--- src/rtl/cache_pkg.sv ---
// ----------------------------------------------------------------------------
// cache_pkg
// Shared types and constants for the data-cache miss handler.
//   state_t      : fill FSM states (IDLE, FILL)
//   BLOCK_WORDS  : 16-bit words per cache block
//   WORD_IDX_W   : width of a word index within a block
//   MEM_LATENCY  : cycles from a read being issued to its response
//   OFFSET_W     : byte-offset bits covered by one block
// ----------------------------------------------------------------------------
package cache_pkg;

    typedef enum logic {
        IDLE = 1'b0,
        FILL = 1'b1
    } state_t;

    localparam int BLOCK_WORDS = 8;
    localparam int WORD_IDX_W  = 3;
    localparam int MEM_LATENCY = 4;
    localparam int OFFSET_W    = 4;

endpackage

--- src/rtl/word_counter.sv ---
// ----------------------------------------------------------------------------
// word_counter
// Word-index counter for one block, wrapping modulo 2**WORD_IDX_W.
//   clk   in  clock
//   rst   in  synchronous active-high reset
//   clr   in  synchronous clear (takes priority over en)
//   en    in  advance by one
//   count out current word index
// ----------------------------------------------------------------------------
module word_counter
    import cache_pkg::*;
(
    input  logic                  clk,
    input  logic                  rst,
    input  logic                  clr,
    input  logic                  en,
    output logic [WORD_IDX_W-1:0] count
);

    always_ff @(posedge clk) begin
        if (rst || clr) begin
            count <= '0;
        end else if (en) begin
            count <= count + 1'b1;
        end
    end

endmodule

--- src/rtl/cache_fill_fsm.sv ---
// ----------------------------------------------------------------------------
// cache_fill_fsm
// Data-cache miss handler. On a miss it issues eight pipelined word reads
// covering the missing block, writes each response into the data array as it
// returns, and pulses the tag write with the last word. While idle it
// forwards write-through stores straight to memory in the same cycle.
//
// Ports
//   clk, rst          clock, synchronous active-high reset
//   miss_detected     miss level, held until fill_done
//   miss_address      byte address of the missing access
//   wr_req/addr/data  write-through store request
//   wr_ack            store forwarded to memory this cycle
//   fsm_busy          fill in progress (pipeline stall)
//   data_array_*      one-word write port into the cache data array
//   write_tag_array   tag/valid update pulse for the filled block
//   fill_done         fill complete pulse (same cycle as write_tag_array)
//   mem_*             memory request/response port
// ----------------------------------------------------------------------------
module cache_fill_fsm
    import cache_pkg::*;
#(
    parameter int ADDR_WIDTH  = 16,
    parameter int BLOCK_WORDS = 8
)(
    input  logic                  clk,
    input  logic                  rst,
    input  logic                  miss_detected,
    input  logic [ADDR_WIDTH-1:0] miss_address,
    input  logic                  wr_req,
    input  logic [ADDR_WIDTH-1:0] wr_addr,
    input  logic [15:0]           wr_data,
    output logic                  wr_ack,
    output logic                  fsm_busy,
    output logic                  data_array_we,
    output logic [WORD_IDX_W-1:0] data_array_word,
    output logic [15:0]           data_array_data,
    output logic                  write_tag_array,
    output logic                  fill_done,
    output logic                  mem_enable,
    output logic                  mem_wr,
    output logic [ADDR_WIDTH-1:0] mem_addr,
    output logic [15:0]           mem_wdata,
    input  logic [15:0]           mem_rdata,
    input  logic                  mem_data_valid
);

    localparam logic [WORD_IDX_W-1:0] LAST_WORD = WORD_IDX_W'(BLOCK_WORDS - 1);

    state_t                         state;
    state_t                         state_next;
    logic [ADDR_WIDTH-OFFSET_W-1:0] base;
    logic                           issue_done;
    logic [WORD_IDX_W-1:0]          issue_cnt;
    logic [WORD_IDX_W-1:0]          recv_cnt;
    logic                           accept_miss;
    logic                           issue_en;
    logic                           recv_en;

    // The byte offset of the missing access is irrelevant: the whole block is fetched.
    logic unused_offset;
    assign unused_offset = ^miss_address[OFFSET_W-1:0];

    assign accept_miss = (state == IDLE) && miss_detected;
    assign issue_en    = (state == FILL) && !issue_done;
    // Responses arriving while idle belong to no fill and are dropped.
    assign recv_en     = (state == FILL) && mem_data_valid;

    word_counter u_issue_cnt (
        .clk   (clk),
        .rst   (rst),
        .clr   (accept_miss),
        .en    (issue_en),
        .count (issue_cnt)
    );

    word_counter u_recv_cnt (
        .clk   (clk),
        .rst   (rst),
        .clr   (accept_miss),
        .en    (recv_en),
        .count (recv_cnt)
    );

    // State register plus the block base and the "all reads issued" flag.
    // issue_done is set on the 7->0 wrap so no ninth read is ever issued.
    always_ff @(posedge clk) begin
        if (rst) begin
            state      <= IDLE;
            base       <= '0;
            issue_done <= 1'b0;
        end else begin
            state <= state_next;
            if (accept_miss) begin
                base       <= miss_address[ADDR_WIDTH-1:OFFSET_W];
                issue_done <= 1'b0;
            end else if (issue_en && (issue_cnt == LAST_WORD)) begin
                issue_done <= 1'b1;
            end
        end
    end

    // Next state and all outputs. Everything defaults to zero so unused
    // memory fields stay quiet. A miss in IDLE beats a pending store; the
    // store requester keeps wr_req up and is served after the fill.
    always_comb begin
        state_next      = state;
        wr_ack          = 1'b0;
        fsm_busy        = 1'b0;
        data_array_we   = 1'b0;
        data_array_word = '0;
        data_array_data = '0;
        write_tag_array = 1'b0;
        fill_done       = 1'b0;
        mem_enable      = 1'b0;
        mem_wr          = 1'b0;
        mem_addr        = '0;
        mem_wdata       = '0;

        unique case (state)
            IDLE: begin
                if (miss_detected) begin
                    state_next = FILL;
                end else if (wr_req) begin
                    mem_enable = 1'b1;
                    mem_wr     = 1'b1;
                    mem_addr   = wr_addr;
                    mem_wdata  = wr_data;
                    wr_ack     = 1'b1;
                end
            end

            FILL: begin
                fsm_busy = 1'b1;
                if (!issue_done) begin
                    mem_enable = 1'b1;
                    mem_addr   = {base, issue_cnt, 1'b0};
                end
                if (mem_data_valid) begin
                    data_array_we   = 1'b1;
                    data_array_word = recv_cnt;
                    data_array_data = mem_rdata;
                    // The final word completes the block, so the tag can go in now.
                    if (recv_cnt == LAST_WORD) begin
                        write_tag_array = 1'b1;
                        fill_done       = 1'b1;
                        state_next      = IDLE;
                    end
                end
            end

            default: state_next = IDLE;
        endcase
    end

endmodule

--- config.mk ---
export PLATFORM = sky130hd
export DESIGN_NAME = cache_fill_fsm
export DESIGN_NICKNAME = d
export VERILOG_FILES = /design/src/rtl/cache_pkg.sv /design/src/rtl/word_counter.sv /design/src/rtl/cache_fill_fsm.sv
export SDC_FILE = /design/constraint.sdc
export NUM_CORES = 1
export LEC_CHECK = 0
export ABC_AREA = 1
export BUFFER_PORTS_ARGS = -buffer_cell sky130_fd_sc_hd__buf_2
export CAP_MARGIN = 20
export CELL_PAD_IN_SITES_DETAIL_PLACEMENT = 1
export CELL_PAD_IN_SITES_GLOBAL_PLACEMENT = 1
export CORE_ASPECT_RATIO = 1.2
export CORE_MARGIN = 1.5
export CORE_UTILIZATION = 25
export DETAILED_ROUTE_END_ITERATION = 10
export PLACE_DENSITY_LB_ADDON = 0.1
export SETUP_SLACK_MARGIN = 0.05
export SKIP_LAST_GASP = 1
export SLEW_MARGIN = 0
export SYNTH_ARGS = -nofsm -noshare
export SYNTH_HDL_FRONTEND = slang
export SYNTH_SLANG_ARGS = --single-unit
--- constraint.sdc ---
create_clock -name clk -period 1.5 [get_ports clk]
set_input_delay 0 -clock clk [delete_from_list [all_inputs] [get_ports clk]]
set_output_delay 0 -clock clk [all_outputs]
set_load 0.02 [all_outputs]
Word level (Yosys, flattened, before mapping)
Cells that the tools add are included.
W data, S select, Z words.
{"block": "totals", "reg_bits": 20, "output_inout_bits": 58}
{"block": "op_classes", "n_addsub": 2, "n_eq_ne": 2, "n_mux": 26, "bitwise": 1, "reduce_logical": 7}
{"operator": "$mux W16", "n": 8}
{"operator": "$pmux W16 S2", "n": 1}
{"operator": "$mux W1", "n": 13}
{"operator": "$add A3 B1 Y3 const B", "n": 2}
{"operator": "$eq A3 B3 Y1 const B", "n": 2}
{"operator": "$mux W3", "n": 2}
{"operator": "$logic_and A1 B1 Y1", "n": 4}
{"operator": "$pmux W1 S2", "n": 2}
{"operator": "$reduce_or A2 Y1", "n": 1}
{"operator": "$logic_not A1 Y1", "n": 1}
{"operator": "$logic_or A1 B1 Y1", "n": 1}
{"operator": "$not A1 Y1", "n": 1}

Longest topological paths before layout
Gate-level depths: netlist of the first run.
{"block": "logic_depth", "word_depth": 4, "ltp_mapped": 7, "mapped_depth_nobuf": 5}

Cells and area by module
From an unflattened synthesis of the first run, not the netlist that was laid out.
{"block": "hier_totals", "cells_unflattened": 235, "hier_area_um2": 1325.0}
{"module": "cache_fill_fsm", "n_inst": 1, "cells_each": 199, "area_per_inst_um2": 1064.8, "seq_area_each_um2": 280.3}
{"module": "word_counter", "n_inst": 2, "cells_each": 18, "area_per_inst_um2": 130.1, "seq_area_each_um2": 60.1}

Least setup slack after synthesis of the first run
Ideal clock, no wire load.
{"block": "synth_path", "path_type": "flip-flop to output port", "start": "reg state", "end": "out write_tag_array", "t_arrival_ns": 1.313, "setup_slack_ns": 0.187, "stages_incl_launch_ff": 5, "cell_sequence": "dfxtp_1 -> buf_6 -> nand2_2 -> nor2_1 -> buf_4"}
{"block": "synth_between", "elab_chain_len": 1}
{"element": "from (decl)", "line_no": "cache_fill_fsm.sv:50", "source": "state_t state;"}
{"element": "from (signal assigned)", "line_no": "cache_fill_fsm.sv:93", "source": "state <= state_next;"}
{"element": "$mux W1"}
{"element": "to (decl)", "line_no": "cache_fill_fsm.sv:38", "source": "output logic write_tag_array,"}
Every way passes these cells.

Final worst setup path of the first run
{"block": "layout_path", "start": "reg state", "end": "out mem_addr[1]"}
{"block": "layout_between", "elab_chain_len": 2}
{"element": "$not A1 Y1"}
{"element": "$pmux W16 S2 *", "line_no": "cache_fill_fsm.sv:120", "source": "unique case (state)"}
{"element": "to (decl)", "line_no": "cache_fill_fsm.sv:42", "source": "output logic [ADDR_WIDTH-1:0] mem_addr,"}
Every way passes the cells marked *; elsewhere a longest branch is shown, timed or not.

==> impl_metrics.toml, run 1 <==
[worst_setup_path]
critPathMaxFanout = 28
worst-endpoint-required_ns = 1.50
crit_start = "state"
r2r_start = "state"
path_class = "flip-flop to primary output"
worstSetupStartpointType = "flip-flop"
arrival_ns = 1.35
crit_path_end_kind = "primary output"

[route]
drt-total-wl_mm = 4.314
post_drt_wl_per_cell_um = 10.22
firstDrtPassIters = 4
drtIter0Drc = 23
drc = 0
antenna_left = 0
vias_per_cell = 4.223
num_vias = 1782

[clock_tree]
cts_inserted_buffers = 3
clock_sinks = 20
cts_max_path_buffers = 2
path_clk_slew_ns = 0.08
cts_tree = "yes"
root_buffer = "clkbuf_8"
htreeDepth = 1
clock_latency_ns = 0.27

[place]
port-buffer-count = 122
pre_cts_ws_ns = 0.2753
hpwlAfterDp_mm = 3.457
place.gp.congestion = 0.6764

[cells_and_area]
antenna_cells_inserted = 0
drive_above_1_share = 0.4218
layout_commonest_cell = "buf_2"
final_util = 0.3849
syn_to_final_growth_pct = 49.70
most-common-layout-cells = "buf_2, inv_1, nor2_1"
fill_cells = 801
fin_nets = 432

[floorplanning]
die-area_um2 = 6258
die_w_um = 72.47
rows = 30
start_util = 0.2571
io_pins = 127
die_height_um = 86.36
core_um2 = 5630

[sta]
clock.fmax_ghz = 0.7408
fin_crit_sh = 0.8999
setup_violations = 0
finClkSkew_ns = 0.001062
finalSetupTns_ns = 0
rsz0062_at_grt = "yes"
slew_headroom = 0.7784
worst_pin_slew_ns = 0.3323
finalCriticalPeriod_ns = 1.350
report.final.hold_viol_count = 0
layout_setup_ws_ns = 0.1501
timing.hold.ws_ns = 0.03264
report.final.slew_viol_count = 0

[hold_path]
hp-class = "input pin to flip-flop"
worstHoldStart = "miss_address[6]"

[synthesis]
synthCells = 240
synth_fp_nets = 313
synth_cell_type_count = 22
ys_seq_elements = 20
yosysWarningCount = 0
ys_seq_area_frac = 0.2766
avgSynthCellArea_um2 = 6.032
synth_area_um2 = 1448

[power_and_ir_drop]
p_leak_nw = 1.403
p_per_area_nw_per_um2 = 678.7
vdd_drop_max_mv = 0.4011

[global_route]
grt_antenna_before_repair = 0
grt_max_degree = 29
overflow = 0
grt_util_all_layers = 0.1300
grt_pass1_wl_mm = 6.527
grt_pass1_vias = 1474

[run_status]
outcome = "complete, no violations"

[run]
maxCapViolCount = 0
## worst max-delay path: stages (launching register included)
cell and delay (ns):
dfxtp_2 0.36, nor2_4 0.12, nand2_4 0.10, buf_12 0.17
o21ai_0 0.13, buf_2 0.18
## per-stage QoR
stage	instances	area (µm²)	total power, W
2_1_floorplan	240	1448	0.0008810
3_3_place_gp	417	2081	0.001044
3_5_place_dp	417	2081	0.001053
4_1_cts	422	2158	0.001493
5_1_grt	422	2167	0.001558
6_report	422	2167	0.001471
## logic make-up (layout without fill, tap and decap cells)
group / after synthesis / in the layout / share of synthesized area
compound gates: 20 / 20 / 0.06914
fa+ha+maj: 4 / 4 / 0.03457
buf+inv: 73 / 191 / 0.2299
flops: 20 / 20 / 0.2766
simple gates: 123 / 123 / 0.3898
## layer usage
metal	vias up	track usage	part of all wire
li1	930	-	-
met1	785	0.1443	0.41
met2	62	0.2433	0.50
met3	5	0.02791	0.079
met4	0	0.04117	0.012
met5	-	0	0
## worst paths after layout
kind | end | slack (ns) | cells after the start
setup / recovery | mem_addr[1] | 0.15 | 5
setup reg to reg | u_issue_cnt.count[1] | 0.35 | 5
hold / removal | base[2] | 0.03 | 4
hold reg to reg | u_recv_cnt.count[1] | 0.48 | 2
## registers in the layout, summed over array words and instances, names as in the netlist
name,flops
u_issue_cnt.count,3
issue_done,1
state,1
u_recv_cnt.count,3
base,12
## final cells by class
cell class	count	area (µm²)	area share
multi-input cells	147	726.9	0.3355
repair buffers	127	668.1	0.3083
flip-flops and latches	20	401.6	0.1853
inverters	60	235.2	0.1085
well taps	64	80.08	0.03695
clock buffers	4	55.05	0.02540
## cells in the mapped netlist
cell	number	area [µm²]
ha_1	4	50.05
nand3b_1	12	90.09
inv_6	1	8.760
nand2_4	2	22.52
buf_8	1	15.01
nand3_1	7	35.03
o21ai_0	4	20.02
buf_6	3	33.78
a21oi_1	5	25.02
o21ai_1	11	55.05
nor2_2	11	68.82
buf_4	3	22.52
inv_2	1	3.750
nand2_2	2	12.51
nor2_1	54	202.7
nor3_1	1	5.000
buf_2	5	25.02
inv_1	57	214.0
inv_4	1	6.260
dfxtp_1	20	400.4
nand2_1	34	127.6
clkbuf_1	1	3.750
## where the power goes
group / leakage [nW] / internal [W] / total (W) / switching (W)
registers: 0.165 / 0.000562 / 0.000585 / 0.0000226
logic: 1.21 / 0.000187 / 0.000456 / 0.000269
clock network: 0.0288 / 0.000234 / 0.000430 / 0.000196
total: 1.40 / 0.000983 / 0.00147 / 0.000488
## repair_timing
action,4_1_cts,5_1_grt
endpoints found under the setup margin,10,18
hold endpoints to repair,1,0
gates resized for setup,3,5
setup buffers,0,0
hold buffers,1,0
Power figures use the tool's default switching activity.
==> run 2: changes to the inputs <==
--- a/config.mk
+++ b/config.mk
@@ -14,6 +14,7 @@
 export CORE_MARGIN = 1.5
 export CORE_UTILIZATION = 25
 export DETAILED_ROUTE_END_ITERATION = 10
+export GPL_TIMING_DRIVEN = 0
 export PLACE_DENSITY_LB_ADDON = 0.1
 export SETUP_SLACK_MARGIN = 0.05
 export SKIP_LAST_GASP = 1
==> run 2 against run 1 <==
Sequential power about the same. Sequential share of layout area down 0.76 points. Register-to-register slack about the same. Flip-flop and latch count unchanged. Non-clock buffer count up 11. Power up 9.9%. Clock skew up 0.0065 ns. Largest power group unchanged.
==> impl_metrics.toml, run 2 (synthesis results as in run 1) <==
[hold_path]
hp-class = "input pin to flip-flop"

[sta]
clock.fmax_ghz = 0.7273
fin_crit_sh = 0.9166
finClkSkew_ns = 0.007572
setup_violations = 0
timing.hold.ws_ns = 0.02952
finalSetupTns_ns = 0
report.final.hold_viol_count = 0
slew_headroom = 0.7062
finalCriticalPeriod_ns = 1.375
report.final.slew_viol_count = 0
worst_pin_slew_ns = 0.4407
rsz0062_at_grt = "yes"

[cells_and_area]
largest_reg_flops = 12
drive_above_1_share = 0.4417
most-common-layout-cells = "buf_2, inv_1, nor2_1"
syn_to_final_growth_pct = 57.04
top_register = "base"
layout_commonest_cell = "buf_2"
final_area_um2 = 2273
top_regs = "base (12), u_issue_cnt.count (3), u_recv_cnt.count (3)"
antenna_cells_inserted = 0
fin_nets = 443

[power_and_ir_drop]
vdd_drop_max_mv = 0.4094
p_leak_nw = 1.453
p_per_area_nw_per_um2 = 711.3

[floorplanning]
rows = 30
core_um2 = 5630
die_height_um = 86.36
die-area_um2 = 6258
io_pins = 127
die_w_um = 72.47
start_util = 0.2571

[global_route]
met3_usage = 0.02442
grt_antenna_before_repair = 0
grt_util_met2 = 0.2584
grt_use_met1 = 0.1456
top_usage_layer = "met2"
grt_pass1_wl_mm = 6.824
overflow = 0
grt_max_degree = 13
grt_pass1_vias = 1588
grt_util_all_layers = 0.1311

[worst_setup_path]
r2r_setup_slack_ns = 0.34
worst-endpoint-required_ns = 1.50
path_class = "flip-flop to primary output"
worstSetupStartpointType = "flip-flop"
critPathMaxFanout = 3
arrival_ns = 1.37
crit_path_end_kind = "primary output"

[route]
vias_per_cell = 4.185
num_vias = 1812
firstDrtPassIters = 3
drc = 0
drtIter0Drc = 20
antenna_left = 0
post_drt_wl_per_cell_um = 10.19
drt-total-wl_mm = 4.414

[place]
port-buffer-count = 122
hpwlAfterDp_mm = 3.606
place_area_um2 = 2138
place.gp.congestion = 0.6750

[clock_tree]
clock_sinks = 20
root_buffer = "clkbuf_8"
cts_inserted_buffers = 3
htreeDepth = 1
cts_tree = "yes"
clock_latency_ns = 0.26
cts_max_path_buffers = 2
path_clk_slew_ns = 0.08

[run]
maxCapViolCount = 0

[run_status]
outcome = "complete, no violations"
[run 2: changes by cell type in the layout (fill, tap and decap cells not counted), sizes merged]
cell    before  now
buf        126  136
bufinv       0    1
[run 2: timing repair]
item / CTS / global route
endpoints found under the hold margin: 1 / 0
resized for setup: 6 / 12
pin swaps: 0 / 0
buffers inserted: 0 / 2
hold buffers: 1 / 0
endpoints found under the setup margin: 12 / 13
[run 2: area by class of cell]
class / instances / area, µm²
well taps: 64 / 80.08
multi-input cells: 147 / 721.9
inverters: 60 / 235.2
plain buffers: 13 / 112.6
repair buffers: 125 / 648.1
flip-flops and latches: 20 / 404.1
clock buffers: 3 / 41.29
clock inverters: 1 / 30.03
fillers: 780 / 3357
[run 2: per-stage QoR]
step,std cells,setup slack (ns),utilization,total power [W]
floorplan,240,0.1874,-,0.0008810
global placement,426,0.2985,0.3798,0.001060
global route,433,0.04959,0.4038,0.001708
finish,433,0.1251,0.4038,0.001617
CTS,431,0.04838,0.3971,0.001640
detailed placement,426,0.2643,0.3798,0.001071
[run 2: critical path, cell delays in order, from the launching register on]
cell	delay (ns)
dfxtp_2	0.33
ha_1	0.19
ha_1	0.17
inv_1	0.09
nor2_4	0.06
buf_4	0.12
buf_2	0.15
[run 2: path summary, 6_finish.rpt]
path | start | endpoint | cells past startpoint
max | u_recv_cnt.count[0] | write_tag_array | 6
min | mem_data_valid | u_recv_cnt.count[1] | 3
max reg2reg | state | base[0] | 8
min reg2reg | u_recv_cnt.count[1] | u_recv_cnt.count[1] | 2
[run 2: power breakdown]
part / internal [W] / switching [W] / total [W]
combinational: 0.000211 / 0.000275 / 0.000486
clock: 0.000356 / 0.000192 / 0.000548
sequential: 0.000563 / 0.0000210 / 0.000584
total: 0.00113 / 0.000487 / 0.00162
[run 2: metal layers]
metal / routed length, µm / vias up / part of all wire
met2: 2302 / 59 / 0.52
met5: 0 / - / 0
li1: - / 953 / -
met1: 1768 / 798 / 0.40
met3: 323 / 2 / 0.073
met4: 19 / 0 / 0.0043
==> run 3: changes to the inputs <==
--- a/config.mk
+++ b/config.mk
@@ -16,6 +16,7 @@
 export DETAILED_ROUTE_END_ITERATION = 10
 export GPL_TIMING_DRIVEN = 0
 export PLACE_DENSITY_LB_ADDON = 0.1
+export RECOVER_POWER = 25
 export SETUP_SLACK_MARGIN = 0.05
 export SKIP_LAST_GASP = 1
 export SLEW_MARGIN = 0
==> run 3 against run 2 <==
Final area shrank 1.0%. Via count up 0.11%. Sequential share of layout area up 0.13 points. Worst setup slack worse by 0.0038 ns. Register-to-register slack got worse by 0.20 ns. Clock skew is 0.00059 ns lower. Critical endpoint unchanged.
==> impl_metrics.toml, run 3 (synthesis results as in run 1) <==
[worst_setup_path]
cpMostUsedCell = "ha_1"
path_cells = "ha_1 > ha_1 > inv_1 > nor2_4 > buf_4 > buf_2"
worst-endpoint-required_ns = 1.50
r2r_setup_slack_ns = 0.14
slowest_delay_ns = 0.33
path_class = "flip-flop to primary output"
arrival_ns = 1.38
crit_path_end_kind = "primary output"
worstSetupStartpointType = "flip-flop"
r2r_end = "base[6]"
r2r_start = "state"
critPathMaxFanout = 3
reg2regPathDepth = 8
cpMaxStageDelayCell = "dfxtp_1"

[clock_tree]
cts_inserted_buffers = 3
root_buffer = "clkbuf_8"
htreeDepth = 1
clock_sinks = 20
cts_max_path_buffers = 2
cts_tree = "yes"
clock_latency_ns = 0.26
path_clk_slew_ns = 0.08

[power_and_ir_drop]
p_sw_w = 0.0004845
power.share.clock = 0.341
vdd_drop_max_mv = 0.4231
p_leak_nw = 1.432
p_int_w = 0.001123
pwr-share-comb = 0.297
p_per_area_nw_per_um2 = 714.4
power.total_w = 0.001607
p_seq_frac = 0.362
p_sw_frac = 0.3015

[route]
firstDrtPassIters = 4
wl_met1_mm = 1.767
num_vias = 1814
wl_met2_mm = 2.297
routed.top_layer = "met4"
post_drt_wl_per_cell_um = 10.18
drc = 0
drtIter0Drc = 22
antenna_left = 0
met3_length_um = 323
vias_per_cell = 4.189
drt-total-wl_mm = 4.408

[sta]
timing.hold.ws_ns = 0.02995
report.final.slew_viol_count = 0
worst_pin_slew_ns = 0.4388
finClkSkew_ns = 0.006979
clock.fmax_ghz = 0.7253
slew_headroom = 0.7075
finalSetupTns_ns = 0
rsz0062_at_grt = "yes"
finalCriticalPeriod_ns = 1.379
setup_violations = 0
fin_crit_sh = 0.9191
report.final.hold_viol_count = 0

[run_status]
outcome = "complete, no violations"

[floorplanning]
die_height_um = 86.36
io_pins = 127
start_util = 0.2571
core_um2 = 5630
die_w_um = 72.47
die-area_um2 = 6258
rows = 30

[hold_path]
worstHoldStart = "mem_data_valid"
hold_depth = 3
hp-class = "input pin to flip-flop"
min_to = "u_recv_cnt.count[1]"

[global_route]
grt_pass1_wl_mm = 6.824
grt_antenna_before_repair = 0
grt_pass1_vias = 1588
overflow = 0
grt_max_degree = 13
grt_util_all_layers = 0.1311

[cells_and_area]
drive_above_1_share = 0.4228
top_regs = "base (12), u_issue_cnt.count (3), u_recv_cnt.count (3)"
most-common-layout-cells = "buf_2, inv_1, nor2_1"
fill_cells = 783
antenna_cells_inserted = 0
largest_reg_flops = 12
syn_to_final_growth_pct = 55.40
layout_commonest_cell = "buf_2"
final_util = 0.3996
top_register = "base"
fin_nets = 443

[run]
maxCapViolCount = 0

[place]
port-buffer-count = 122
place.gp.congestion = 0.6750
hpwlAfterDp_mm = 3.606
run 3: worst max-delay path: cells and delay by family, from the launching register on:
| kind | cells | cell delay [ns] |
|---|---|---|
| adders and majority gates | 2 | 0.36 |
| and+or+nand+nor | 1 | 0.06 |
| buffers and inverters | 3 | 0.36 |
| DFF | 1 | 0.33 |
run 3: metal layers:
| metal | GRT usage | vias up |
|---|---|---|
| met4 | 0.02058 | 0 |
| li1 | - | 954 |
| met3 | 0.02442 | 2 |
| met1 | 0.1456 | 799 |
| met2 | 0.2584 | 59 |
| met5 | 0 | - |
run 3: power groups by stage:
| stage | logic, W | clock network, W | registers, W |
|---|---|---|---|
| 2_1_floorplan | 0.000288 | 0 | 0.000593 |
| 3_3_place_gp | 0.000466 | 0 | 0.000594 |
| 3_5_place_dp | 0.000476 | 0 | 0.000595 |
| 4_1_cts | 0.000486 | 0.000571 | 0.000584 |
| 5_1_grt | 0.000532 | 0.000579 | 0.000586 |
| 6_report | 0.000477 | 0.000548 | 0.000582 |
run 3: metrics by stage:
step	instances	area, µm²	setup slack, ns
after floorplan	240	1448	0.1874
after global placement	426	2138	0.2985
after detailed placement	426	2138	0.2643
after CTS	431	2236	0.04838
after global routing	433	2250	0.03500
final	433	2250	0.1213
run 3: cell type report:
type | count | area (µm²) | share of cell area
timing repair buffer | 125 | 644.4 | 0.2864
clock inverter | 1 | 30.03 | 0.01335
tap | 64 | 80.08 | 0.03560
buffer | 13 | 102.6 | 0.04561
inverter | 60 | 234.0 | 0.1040
clock buffer | 3 | 41.29 | 0.01835
multi-input combinational | 147 | 714.4 | 0.3176
sequential | 20 | 402.9 | 0.1791
run 3: how the worst max path moves through the flow:
| stage | from | endpoint | slack, ns |
|---|---|---|---|
| after detailed placement | state | mem_addr[9] | 0.26 |
| after CTS | state | mem_addr[9] | 0.05 |
| final | u_recv_cnt.count[0] | write_tag_array | 0.12 |
| after global routing | state | base[8] | 0.03 |
| after global placement | state | mem_addr[5] | 0.30 |
| after floorplan | state | write_tag_array | 0.19 |
run 3: repair_timing:
item,CTS,global route
resized for setup,6,12
setup endpoints to repair,12,13
setup buffers,0,2
endpoints found under the hold margin,1,0
hold buffers,1,0
